`config.mk`:
```
export PLATFORM = sky130hd
export DESIGN_NAME = counter_match
export DESIGN_NICKNAME = d
export VERILOG_FILES = /design/src/rtl/counter_match.sv
export SDC_FILE = /design/constraint.sdc
export NUM_CORES = 1
export LEC_CHECK = 0
export CORE_MARGIN = 2
export CORE_UTILIZATION = 65
export CTS_BUF_LIST = sky130_fd_sc_hd__clkbuf_8
export CTS_CLUSTER_SIZE = 20
export DETAILED_ROUTE_END_ITERATION = 10
export DONT_BUFFER_PORTS = 1
export PLACE_DENSITY = 0.81
export SYNTH_ARGS = -nofsm -noshare
export SYNTH_HDL_FRONTEND = slang
export SYNTH_SLANG_ARGS = --single-unit
```
`constraint.sdc`:
```
create_clock -name clk -period 6.05 [get_ports clk]
set_input_delay 1.815 -clock clk [delete_from_list [all_inputs] [get_ports clk]]
set_output_delay 1.815 -clock clk [all_outputs]
set_load 0.01 [all_outputs]
```
`src/rtl/counter_match.sv`:
```
// counter_match: compare-match timer fed by a free-running counter.
// It raises a one-cycle match pulse and a sticky irq when the count reaches
// the programmed target. One-shot and periodic modes are supported, and a
// sticky overrun flag reports periodic reloads that are already behind.
// The compare is wrap-aware, so rollover and skipped counts are handled.
module counter_match #(
    parameter int CW  = 32,
    parameter int MCW = 16
) (
    input  logic           clk,
    input  logic           rst_n,
    input  logic [CW-1:0]  cnt_in,
    input  logic           load,
    input  logic [CW-1:0]  delta,
    input  logic           periodic,
    input  logic           stop,
    input  logic           irq_clr,
    output logic           match,
    output logic           irq,
    output logic           busy,
    output logic [CW-1:0]  target,
    output logic [MCW-1:0] match_cnt,
    output logic           overrun
);

    typedef enum logic [1:0] {
        IDLE    = 2'd0,
        ARMED   = 2'd1,
        EXPIRED = 2'd2
    } state_t;

    state_t          state;
    state_t          state_nxt;
    logic [CW-1:0]   period;
    logic            mode;
    logic [CW-1:0]   eff;
    logic [CW-1:0]   next_tgt;
    logic            load_go;
    logic            hit;
    logic            ovr_hit;

    // True when cnt is at or beyond tgt. The wrapped difference is treated as
    // a signed value, so targets just past a rollover still compare
    // correctly, provided they stay within half the count range.
    function automatic logic reached(input logic [CW-1:0] cnt,
                                     input logic [CW-1:0] tgt);
        logic signed [CW-1:0] diff;
        diff = $signed(cnt - tgt);
        return ~diff[CW-1];
    endfunction

    // Increment that sticks at all-ones instead of wrapping.
    function automatic logic [MCW-1:0] sat_inc(input logic [MCW-1:0] v);
        return (&v) ? v : v + 1'b1;
    endfunction

    // A zero interval would be meaningless, so it is treated as one count.
    // A stop pulse overrides a simultaneous load.
    assign eff      = (delta == '0) ? {{(CW-1){1'b0}}, 1'b1} : delta;
    assign next_tgt = target + period;
    assign load_go  = load & ~stop;

    // Next-state and hit detection. A load or stop in a cycle discards any
    // hit in that same cycle.
    always_comb begin
        state_nxt = state;
        hit       = 1'b0;
        ovr_hit   = 1'b0;
        if (state == ARMED && !stop && !load) begin
            hit = reached(cnt_in, target);
        end
        if (hit && mode) begin
            ovr_hit = reached(cnt_in, next_tgt);
        end
        if (stop) begin
            state_nxt = IDLE;
        end else if (load) begin
            state_nxt = ARMED;
        end else if (hit && !mode) begin
            state_nxt = EXPIRED;
        end
    end

    // State register; busy is registered from the next state.
    always_ff @(posedge clk or negedge rst_n) begin
        if (!rst_n) begin
            state <= IDLE;
            busy  <= 1'b0;
        end else begin
            state <= state_nxt;
            busy  <= (state_nxt == ARMED);
        end
    end

    // Arming registers: target, reload period, mode and hit counter.
    // A periodic reload steps from the old target, so it does not drift.
    always_ff @(posedge clk or negedge rst_n) begin
        if (!rst_n) begin
            target    <= '0;
            period    <= '0;
            mode      <= 1'b0;
            match_cnt <= '0;
        end else if (load_go) begin
            target    <= cnt_in + eff;
            period    <= eff;
            mode      <= periodic;
            match_cnt <= '0;
        end else if (hit) begin
            match_cnt <= sat_inc(match_cnt);
            if (mode) begin
                target <= next_tgt;
            end
        end
    end

    // Status outputs. A hit takes priority over a simultaneous clear.
    always_ff @(posedge clk or negedge rst_n) begin
        if (!rst_n) begin
            match   <= 1'b0;
            irq     <= 1'b0;
            overrun <= 1'b0;
        end else begin
            match   <= hit;
            irq     <= hit | (irq & ~irq_clr);
            overrun <= ovr_hit | (overrun & ~irq_clr);
        end
    end

endmodule

```
Word level (Yosys, flattened, before mapping)
Index checks and enable logic that the tools add are counted.
W data, S select, Z words.
{"block": "word_totals", "ff_bits": 87, "in_bits": 70, "word_cells": 51, "out_inout_bits": 52}
{"block": "op_classes", "n_eq_ne": 3, "bitwise_logic": 9, "mux": 12, "reduce_logical": 13, "addsub": 5}
{"cell": "$mux W32", "count": 4}
{"cell": "$add A32 B32 Y32", "count": 2}
{"cell": "$sub A32 B32 Y32", "count": 2}
{"cell": "$mux W16", "count": 3}
{"cell": "$logic_not A32 Y1", "count": 1}
{"cell": "$add A16 B1 Y16 const B", "count": 1}
{"cell": "$reduce_and A16 Y1", "count": 1}
{"cell": "$mux W2", "count": 3}
{"cell": "$eq A2 B1 Y1 const B", "count": 2}
{"cell": "$logic_and A1 B1 Y1", "count": 4}
{"cell": "$not A1 Y1", "count": 4}
{"cell": "$reduce_and A2 Y1", "count": 2}
{"cell": "$reduce_bool A2 Y1", "count": 2}
{"cell": "$and A1 B1 Y1", "count": 3}
{"cell": "$logic_not A1 Y1", "count": 3}
{"cell": "$mux W1", "count": 2}
{"cell": "$ne A2 B2 Y1 const B", "count": 1}
{"cell": "$or A1 B1 Y1", "count": 2}

Logic depth before layout (Yosys ltp)
{"block": "logic_depth", "ltp_word": 9, "ltp_mapped": 21, "ltp_nobuf": 20}

Worst setup path after synthesis
No wires, ideal clock.
{"block": "synth_timing", "path_kind": "in2reg", "start": "in delta[27]", "end": "reg target[26]", "setup_ps": 125, "stages": 16, "n_path_buf": 0, "setup_slack_ps": 1201, "t_required_ps": 5925, "t_arrival_ps": 4724, "cell_sequence": "nor4_1 > nand4_1 > o21bai_1 > ha_1 > inv_1 > fa_1 > nor2b_1 > o21ai_1 > o2111ai_1 > a41oi_1 > o21ai_1 > a311oi_2 > o21ai_1 > a21boi_0 > xnor2_1 > mux2_2"}
{"block": "synth_between", "elab_chain_len": 4}
{"element": "start, declared", "line_no": "14", "text": "input logic [CW-1:0] delta,"}
{"element": "$logic_not A32 Y1", "line_no": "59", "text": "assign eff = (delta == '0) ? {{(CW-1){1'b0}}, 1'b1} : delta;"}
{"element": "$mux W32", "line_no": "59"}
{"element": "named net eff[0]", "line_no": "36", "text": "logic [CW-1:0] eff;"}
{"element": "$add A32 B32 Y32", "line_no": "104", "text": "target <= cnt_in + eff;"}
{"element": "$mux W32", "line_no": "103", "text": "end else if (load_go) begin"}
{"element": "end signal, assigned", "line_no": "104"}
{"element": "end signal, assigned", "line_no": "111", "text": "target <= next_tgt;"}
{"element": "end, declared", "line_no": "21", "text": "output logic [CW-1:0] target,"}
The timed path passes the listed nets, and every way through them passes these cells.
A chain may end at the register's enable or synchronous reset.

Worst setup path in the final report
{"block": "layout_timing", "start": "reg target[0]", "end": "reg overrun"}
{"block": "layout_between", "elab_chain_len": 6, "elab_cells_between_ends": 9, "classes_between": "add/sub: 3; mux: 2; bitwise: 3; reduce/logical: 1"}
{"element": "parallel branches: the longest is 4 deep, another holds $add A32 B32 Y32"}
{"element": "$mux W1 (*)", "line_no": "72", "text": "if (hit && mode) begin"}
{"element": "$or A1 B1 Y1 (*)", "line_no": "125", "text": "overrun <= ovr_hit | (overrun & ~irq_clr);"}
{"element": "end signal, assigned", "line_no": "125"}
{"element": "end, declared", "line_no": "23", "text": "output logic overrun"}
Mark *: on every way between the ends.

==> impl_metrics.toml <==
[finish]
fill_cells = 1088
final_cell_mix = "nand2_1, ha_1, dfrtp_1, a21oi_1, nor2_1"
drive_gt1_frac = 0.0460
n_antenna_cell = 0
areaGrowthSynthToFinish_pct = 3.35
fin_nets = 1169
layout_commonest_cell = "nand2_1"

[clock_network]
postCtsSetupBuffers = 0
clockRootBuffer = "clkbuf_8"
clock_latency_ps = 390
cts_tree = "yes"
cts.sinks = 87
cts_max_level = 3
hold_buffers = 0
clk_pin_slew_ps = 100
cts.path.max_buffers = 2
post_cts_resized = 0
cts_buffers = 9

[floorplanning]
die_area_mm2 = 0.0137
core_area_mm2 = 0.0125
fp.dieW_um = 117
num_rows = 41
pin_count = 122
start_util = 0.662
die_h_um = 117

[status]
outcome = "finished clean"

[logic_synthesis]
synth_area_mm2 = 0.00829
yosys_warnings = 0
synth_flop_cell = "dfrtp_1"
async_flop_share = 1.00
synth_area_per_cell_um2 = 8.22
synthCells = 1008
ys_types = 61
synth_edf_count = 0
synth_nets = 1203
ys_seq_area_frac = 0.263
ys_ff_latch = 87

[sta]
finalSetupViolCount = 0
fmax_ghz = 0.186
rsz0062_at_grt = "false"
slew_headroom = 0.549
hold_viol_final = 0
worstMarginPinSlew_ps = 667
fin_crit_sh = 0.889
maxSlewViolCount = 0
setup_tns_ps = 0
fin_crit_ps = 5380
fin_skew_ps = 10.4

[pwr]
p_per_area_mw_per_mm2 = 324
p_leak_uw = 0.00418
total_power_uw = 2770
peakVddDrop_uv = 166

[worst_setup_path]
crit_type = "register to register"
required_ps = 6340
crit_path_max_fanout = 4
start_kind = "register"
crit_arrival_ps = 5670
crit_path_end_kind = "register"

[drt]
routedWlPerCell_um = 19.0
viasPerCell = 6.26
routed_wl_um = 21900
post-route-drc-count = 0
drtAntennaViolNets = 0
num_vias = 7195
first_iter_violations = 672
firstDrtPassIters = 5

[grt]
grt_pass1_wl_um = 34400
grtUsageTotal = 0.328
grt_max_degree = 88
antenna_found_initial = 0
grt_pass1_vias = 6965
grt_remaining_overflow = 0

[flow_run]
cap_violations = 0

[placement]
gp_congestion = 0.961
hpwl_um = 17500
numPortBuffers = 0

[min_path]
hold_class = "register to register"
## worst paths after layout
kind	slack, ps	endpoint	cells past startpoint	from
max	670	overrun	18	target[0]
min	490	period[4]	2	period[4]
max reg2reg	670	overrun	18	target[0]
min reg2reg	490	period[4]	2	period[4]
max in group asynchronous	4820	target[25]	0	rst_n
min in group asynchronous	1110	match_cnt[3]	0	rst_n
## power breakdown
group          total, uW  switching (uW)  leakage, uW  internal [uW]
sequential           804             130      0.00110            674
combinational       1530             880      0.00298            648
clock                441             244     0.000104            197
total               2770            1250      0.00418           1520
## synthesized netlist by cell type (30+ instances only)
| cell | n | area share |
|---|---|---|
| clkbuf_1 | 43 | 0.019 |
| nand2_1 | 174 | 0.079 |
| xnor2_1 | 32 | 0.034 |
| xor2_1 | 38 | 0.040 |
| dfrtp_1 | 87 | 0.26 |
| o21ai_0 | 43 | 0.026 |
| inv_1 | 47 | 0.021 |
| mux2i_1 | 30 | 0.036 |
| a21o_1 | 40 | 0.036 |
| ha_1 | 123 | 0.19 |
| o21ai_1 | 30 | 0.018 |
| nor2_1 | 54 | 0.024 |
| a21oi_1 | 71 | 0.043 |
## layout make-up
cell class,instances,area (um2),share of cell area
clock buffers,9,124,0.0145
clock inverters,6,78.8,0.00920
inverters,47,176,0.0206
multi-input cells,822,5740,0.670
flip-flops and latches,87,2180,0.254
well taps,172,215,0.0251
repair buffers,7,52.6,0.00613
## cell families after synthesis
| group | after synthesis | synth area share |
|---|---|---|
| simple gates | 333 | 0.183 |
| buf+inv | 99 | 0.0472 |
| fa+ha+maj | 125 | 0.190 |
| compound gates | 258 | 0.198 |
| mux | 36 | 0.0444 |
| xor+xnor | 70 | 0.0740 |
| flops | 87 | 0.263 |
## flip-flops by register name, indices dropped and copies added, names as in the netlist
signal	flops
busy	1
irq	1
match	1
match_cnt	16
mode	1
overrun	1
period	32
state	2
target	32
## metal layers
metal | vias up | GRT usage | share of wire
met3 | 43 | 0.0659 | 0.067
li1 | 3481 | - | -
met4 | 0 | 0.115 | 0.024
met5 | - | 0 | 0
met1 | 3410 | 0.437 | 0.44
met2 | 261 | 0.534 | 0.47
## stage by stage
stage,hold WS [ps],instances,cell area [um2],setup slack (ps),util
floorplan,450,1008,8290,1200,-
global placement,460,1135,8370,503,0.668
detailed placement,472,1135,8370,387,0.668
CTS,491,1150,8570,771,0.685
global route,510,1150,8570,486,0.685
finish,492,1150,8570,669,0.685
## critical path, cell delays in order, from the launching register on
cell	delay (ps)
dfrtp_1	470
ha_1	270
fa_1	410
a21oi_1	230
o22a_1	260
a21oi_1	140
o2111ai_1	530
a2111oi_2	190
o41ai_2	390
o21ai_1	140
xnor2_1	160
ha_1	300
nand4_1	120
nor3_1	320
nand3_1	140
o41ai_1	680
xnor2_1	170
xnor2_1	160
a22o_1	200
No activity file was read; power rests on OpenSTA's default activity.
==> RTL change 1: new RTL, config.mk and constraints unchanged <==
Change the parameter `MCW` from 16 to 17.
--- a/src/rtl/counter_match.sv
+++ b/src/rtl/counter_match.sv
@@ -6,5 +6,5 @@
 module counter_match #(
     parameter int CW  = 32,
-    parameter int MCW = 16
+    parameter int MCW = 17
 ) (
     input  logic           clk,
Ports: changed (resized match_cnt); port bits go from 122 to 123. The function was not compared with the original's and may differ.
==> RTL change 1 against the original RTL <==
Wire length up 5.2%; non-clock buffer count down 2; setup slack got worse by 47 ps; final area up 2.7%; area after synthesis is 3.3% higher; first-iteration DRC count down 3.4%; combinational power shrank 7%; sequential share of layout area decreased by 0.38 points; largest power group unchanged; hold slack improved by 4.2 ps; die area rose by 3.2%; total power shrank 4.5%; critical path type unchanged; sequential cell count up 1.
==> RTL change 1: results (changes against the original RTL) <==
Global routing
  • Vias in the first global route: 7,476 (+7.3%)
  • M2 GR Usage: 53.3% (-0.14 points)
  • Overall Global Routing Usage: 33.1% (+0.33 points)
  • Met1 Use GR: 44.6% (+0.88 points)
  • Largest net degree at the start of global routing: 89 (+1.1%)
  • Met3 Usage GRT: 6.47% (-0.12 points)
  • First-pass GRT wire length: 37,600 um (+9.2%)
  • Initial antenna violation count: 0 (unchanged)

Final layout
  • Design Area, Final: 8800 um2 (+2.7%)
  • Top flop regs: period x32, target x32, match_cnt x17
  • Post-route insts no fill: 1,181 (+2.7%)
  • Fillcell total: 1,099 (+1.0%)
  • ANT cells: 0 (unchanged)
  • Layout cells sized above 1: 4.56% (-0.042 points)

Routing
  • Routed Antenna Nets: 0 (unchanged)
  • Top Layer Used: met4
  • First-pass DRT Iterations: 6 (+1)
  • Met2 wire len: 10,500 um (+2.6%)
  • Met3 WL post-DR: 1920 um (+31%)
  • WL met1: 10,000 um (+3.8%)
  • DR iter-0 viols: 649 (-3.4%)
  • Vias per inst: 6.38 (+2.0%)
  • Final wirelength: 23,000 um (+5.2%)

Synthesis
  • Post-Synthesis Cells: 1,042 (+3.4%)
  • Post-synthesis sequential area ratio: 25.7% (-0.55 points)
  • Async SR Flop Fraction: 100% (unchanged)
  • Synth top cells by count: nand2_1 (173), ha_1 (124), dfrtp_1 (88)
  • Distinct cells, synth: 83 (+36%)
  • Largest cells by area after synthesis: dfrtp_1 (26%), ha_1 (18%), nand2_1 (7.6%)
  • Top FF cell, synth: dfrtp_1

CTS
  • Post-CTS sizing: 0 (unchanged)
  • Setup Fix Bufs, Post-CTS: 0 (unchanged)
  • Reg clk slew, reported paths: 110 ps
  • CTS root buf: clkbuf_8

Critical path
  • Maximum fanout along the worst path: 4 (unchanged)
  • Largest stage delay, worst path: 470 ps (-210 ps)
  • R2r worst-path depth: 20 (+2)
  • Slowest CP cell: a311oi_1

Placed design
  • Post-Place Setup Slack: 487 ps (+101 ps)
  • GP Congestion: 0.974 (+1.4%)
  • Port Buffers: 0 (unchanged)
  • DPL Wire Length: 18,200 um (+4.0%)

Flow run
  • Max Cap Viol: 0 (unchanged)

STA
  • Worst-margin pin slew: 1040 ps (+370 ps)
  • Final Skew: 13.8 ps (+3.35 ps)

Run status
  • Status: finished, final reports clean

Pwr
  • Cell leakage power: 0.00419 uW (+0.30%)
  • Peak supply drop: 167 uV (+0.95%)
==> RTL change 1: changes by cell type after synthesis, sizes merged, moves of 5 or more <==
cell    before  now
nand3       16   31
inv         47   57
o21a         5   12
xor2        38   31
mux2i       30   24
a21o        40   35
nand4       17   12
nor2        54   49
o21ai       73   68
o21bai       6   11
or3          3    8
==> RTL change 1: final cells by class <==
cell class | count | area share [%]
well taps | 172 | 2.45
flip-flops and latches | 88 | 25.0
clock inverters | 7 | 0.754
multi-input cells | 843 | 67.5
repair buffers | 5 | 0.427
clock buffers | 9 | 1.41
inverters | 57 | 2.43
==> RTL change 1: path summary, 6_finish.rpt <==
kind	start	end	slack, ps
worst max-delay path	target[0]	overrun	620
worst min-delay path	period[21]	period[21]	500
worst max register to register	target[0]	overrun	620
worst min register to register	period[21]	period[21]	500
max in group asynchronous	rst_n	period[1]	4820
min in group asynchronous	rst_n	period[2]	1110
==> RTL change 1: tightest hold or removal path: stages, from the launching register on <==
cell and delay [ps]:
dfrtp_1 360, nand2_1 50, nand2_1 60
==> RTL change 1: logic make-up after synthesis <==
| family | after synthesis | synth area share, % |
|---|---|---|
| adder cells (fa/ha/maj) | 126 | 18.6 |
| flip-flops | 88 | 25.7 |
| multiplexers | 28 | 3.37 |
| AND/OR/NAND/NOR | 349 | 18.8 |
| buffers and inverters | 111 | 5.07 |
| XOR/XNOR | 66 | 6.75 |
| AO/OA/AOI/OAI | 274 | 21.7 |
==> RTL change 1: where the power goes <==
part / leakage, uW / switching (uW) / internal [uW]
Clock: 0.0000945 / 259 / 158
Combinational: 0.00299 / 827 / 608
Sequential: 0.00111 / 125 / 671
==> RTL change 2: new RTL, same flow settings <==
Made on the original files. Put one more register stage on the output `match_cnt`. The value now appears one clock later. The other outputs are not delayed to match.
--- a/src/rtl/counter_match.sv
+++ b/src/rtl/counter_match.sv
@@ -29,4 +29,6 @@
         EXPIRED = 2'd2
     } state_t;
+
+    logic [MCW-1:0] match_cnt_s0;
 
     state_t          state;
@@ -100,12 +102,12 @@
             period    <= '0;
             mode      <= 1'b0;
-            match_cnt <= '0;
+            match_cnt_s0 <= '0;
         end else if (load_go) begin
             target    <= cnt_in + eff;
             period    <= eff;
             mode      <= periodic;
-            match_cnt <= '0;
+            match_cnt_s0 <= '0;
         end else if (hit) begin
-            match_cnt <= sat_inc(match_cnt);
+            match_cnt_s0 <= sat_inc(match_cnt_s0);
             if (mode) begin
                 target <= next_tgt;
@@ -127,4 +129,8 @@
     end
 
+    always_ff @(posedge clk) begin
+        match_cnt <= match_cnt_s0;
+    end
+
 endmodule
 
Function: changed (a bounded check fails within 4 cycles, from zero or initial values and one cycle with rst_n low).
==> RTL change 2 against the original RTL <==
Sequential cell count rose by 16; die area rose by 7.1%; final area rose by 6.8%; wire length rose by 13%; setup slack improved by 70 ps; area after synthesis up 7.3%; total power is 11% higher; critical endpoint unchanged; highest routed layer unchanged.
==> RTL change 2: results (changes against the original RTL) <==
Synthesis
  • Largest cells by area after synthesis: dfrtp_1 (24%), ha_1 (17%), nand2_1 (7.1%)
  • Complex-gate fraction of the synthesized area: 23.8% (+4.0 points)
  • XOR/XNOR Fraction of Synth Area: 6.30% (-1.1 points)
  • Post-synthesis sequential area ratio: 28.1% (+1.8 points)
  • Synth Area in Adders: 17.7% (-1.3 points)
  • Distinct cells, synth: 74 (+21%)
  • Synth top cells by count: nand2_1 (169), ha_1 (123), dfrtp_1 (87)
  • Synth warn: 0 (unchanged)
  • Async SR Flop Fraction: 84.5% (-16 points)
  • Multiplexer area fraction after synthesis: 0.942% (-3.5 points)
  • Post-Syn Nets: 1,276 (+6.1%)

Pwr
  • Cell leakage power: 0.00457 uW (+9.4%)
  • Peak supply drop: 198 uV (+19%)

CTS
  • Clock buffer depth: 2 (unchanged)
  • Clk_lat worst skew: 410 ps (+20 ps)
  • Reg clk slew, reported paths: 110 ps
  • CTS root buf: clkbuf_8
  • Total CTS buffers: 9 (unchanged)
  • Post-CTS sizing: 0 (unchanged)
  • Setup Fix Bufs, Post-CTS: 0 (unchanged)
  • H-tree levels: 3 (unchanged)

Routing
  • Vias per inst: 6.47 (+3.4%)
  • First-pass DRT Iterations: 5 (unchanged)
  • DR iter-0 viols: 760 (+13%)
  • Final wirelength: 24,700 um (+13%)

STA
  • Slew HR: 37.9% (-17 points)
  • Final Skew: 30.9 ps (+20.5 ps)

Placed design
  • GP Congestion: 0.956 (-0.50%)
  • DPL Wire Length: 19,100 um (+9.4%)
  • Placed Area: 8930 um2 (+6.7%)
  • Port Buffers: 0 (unchanged)

Critical path
  • CP startpoint: target[0]
  • Critical Path AT: 5580 ps (-90 ps)
  • Maximum fanout along the worst path: 4 (unchanged)

Final layout
  • ANT cells: 0 (unchanged)
  • Top flop regs: period x32, target x32
  • Fillcell total: 1,094 (+0.55%)
  • Final Util: 68.8% (+0.38 points)
  • Layout cells sized above 1: 5.10% (+0.50 points)
  • Nets: 1,229 (+5.1%)

Global routing
  • Vias in the first global route: 7,607 (+9.2%)
  • First-pass GRT wire length: 39,200 um (+14%)
  • Initial antenna violation count: 0 (unchanged)
  • Largest net degree at the start of global routing: 88 (unchanged)
  • Overall Global Routing Usage: 34.2% (+1.5 points)

Min path
  • Tightest Hold Check Type: reg -> reg
  • Min-delay src: match_cnt_s0[8]

Run status
  • Status: finished, final reports clean
==> RTL change 2: changes by cell type in the layout (fill, tap and decap cells not counted), moves of 7 or more <==
cell and change:
a21boi_0 +8, mux2i_1 -25, nor2b_1 -7, and3_1 +7, nand3_1 +8, a21o_1 +13, dfxtp_1 +16, o21ai_0 +31
xor2_1 -10, o21ai_1 -29
==> RTL change 2: final cells by class <==
type                    instances  area share (%)
clock inverters                 6           0.916
repair buffers                  4           0.328
flip-flops and latches        103            27.3
multi-input cells             865            65.5
clock buffers                  10            1.50
inverters                      51            2.09
well taps                     176            2.41
==> RTL change 2: kinds of logic after synthesis <==
kind of cell / count (synthesis)
AOI/OAI and AO/OA: 319
xor gates and xnor gates: 64
adders and majority gates: 125
buffers and inverters: 113
DFF: 103
muxes: 8
and+or+nand+nor: 349
==> RTL change 2: final timing paths <==
path	end	slack (ps)	cells past startpoint
hold reg to reg	match_cnt[8]	420	0
min in group asynchronous	target[24]	1080	0
hold / removal	match_cnt[8]	420	0
setup / recovery	overrun	740	20
max in group asynchronous	match_cnt_s0[2]	4820	0
setup reg to reg	overrun	740	20
==> RTL change 2: power by group <==
group	internal (uW)	total [uW]	switching (uW)	leakage (uW)
sequential	778	925	147	0.00121
combinational	705	1650	941	0.00325
clock	215	506	291	0.000114
==> RTL change 2: stage by stage <==
step                hold WS, ps  total power, uW  setup WS [ps]  cells
floorplan                   372             2160           1370   1081
global placement            391             2500            705   1199
detailed placement          395             2530            537   1199
CTS                         422             3040            796   1215
global route                446             3310            499   1215
finish                      420             3080            739   1215
==> RTL change 2: per-layer routing <==
metal	part of all wire [%]	vias to the layer above	GRT usage [%]
li1	-	3763	-
met1	42	3647	45.5
met2	44	390	53.3
met3	11	59	9.30
met4	3.1	0	12.8
met5	0	-	0
==> RTL change 2: critical path: stages (launching register included) <==
cell and delay, ps:
dfrtp_1 480, ha_1 270, fa_1 420, a21o_2 220, a211oi_1 370, o21ai_2 110, a2111oi_2 480, o31a_2 280
o21a_1 190, o21ai_1 120, a31o_2 300, xnor2_1 130, ha_1 300, a21o_1 190, a21o_1 170, a221oi_1 250
o21ai_0 130, a311o_1 360, xnor2_1 180, xnor2_1 160, o22ai_2 80
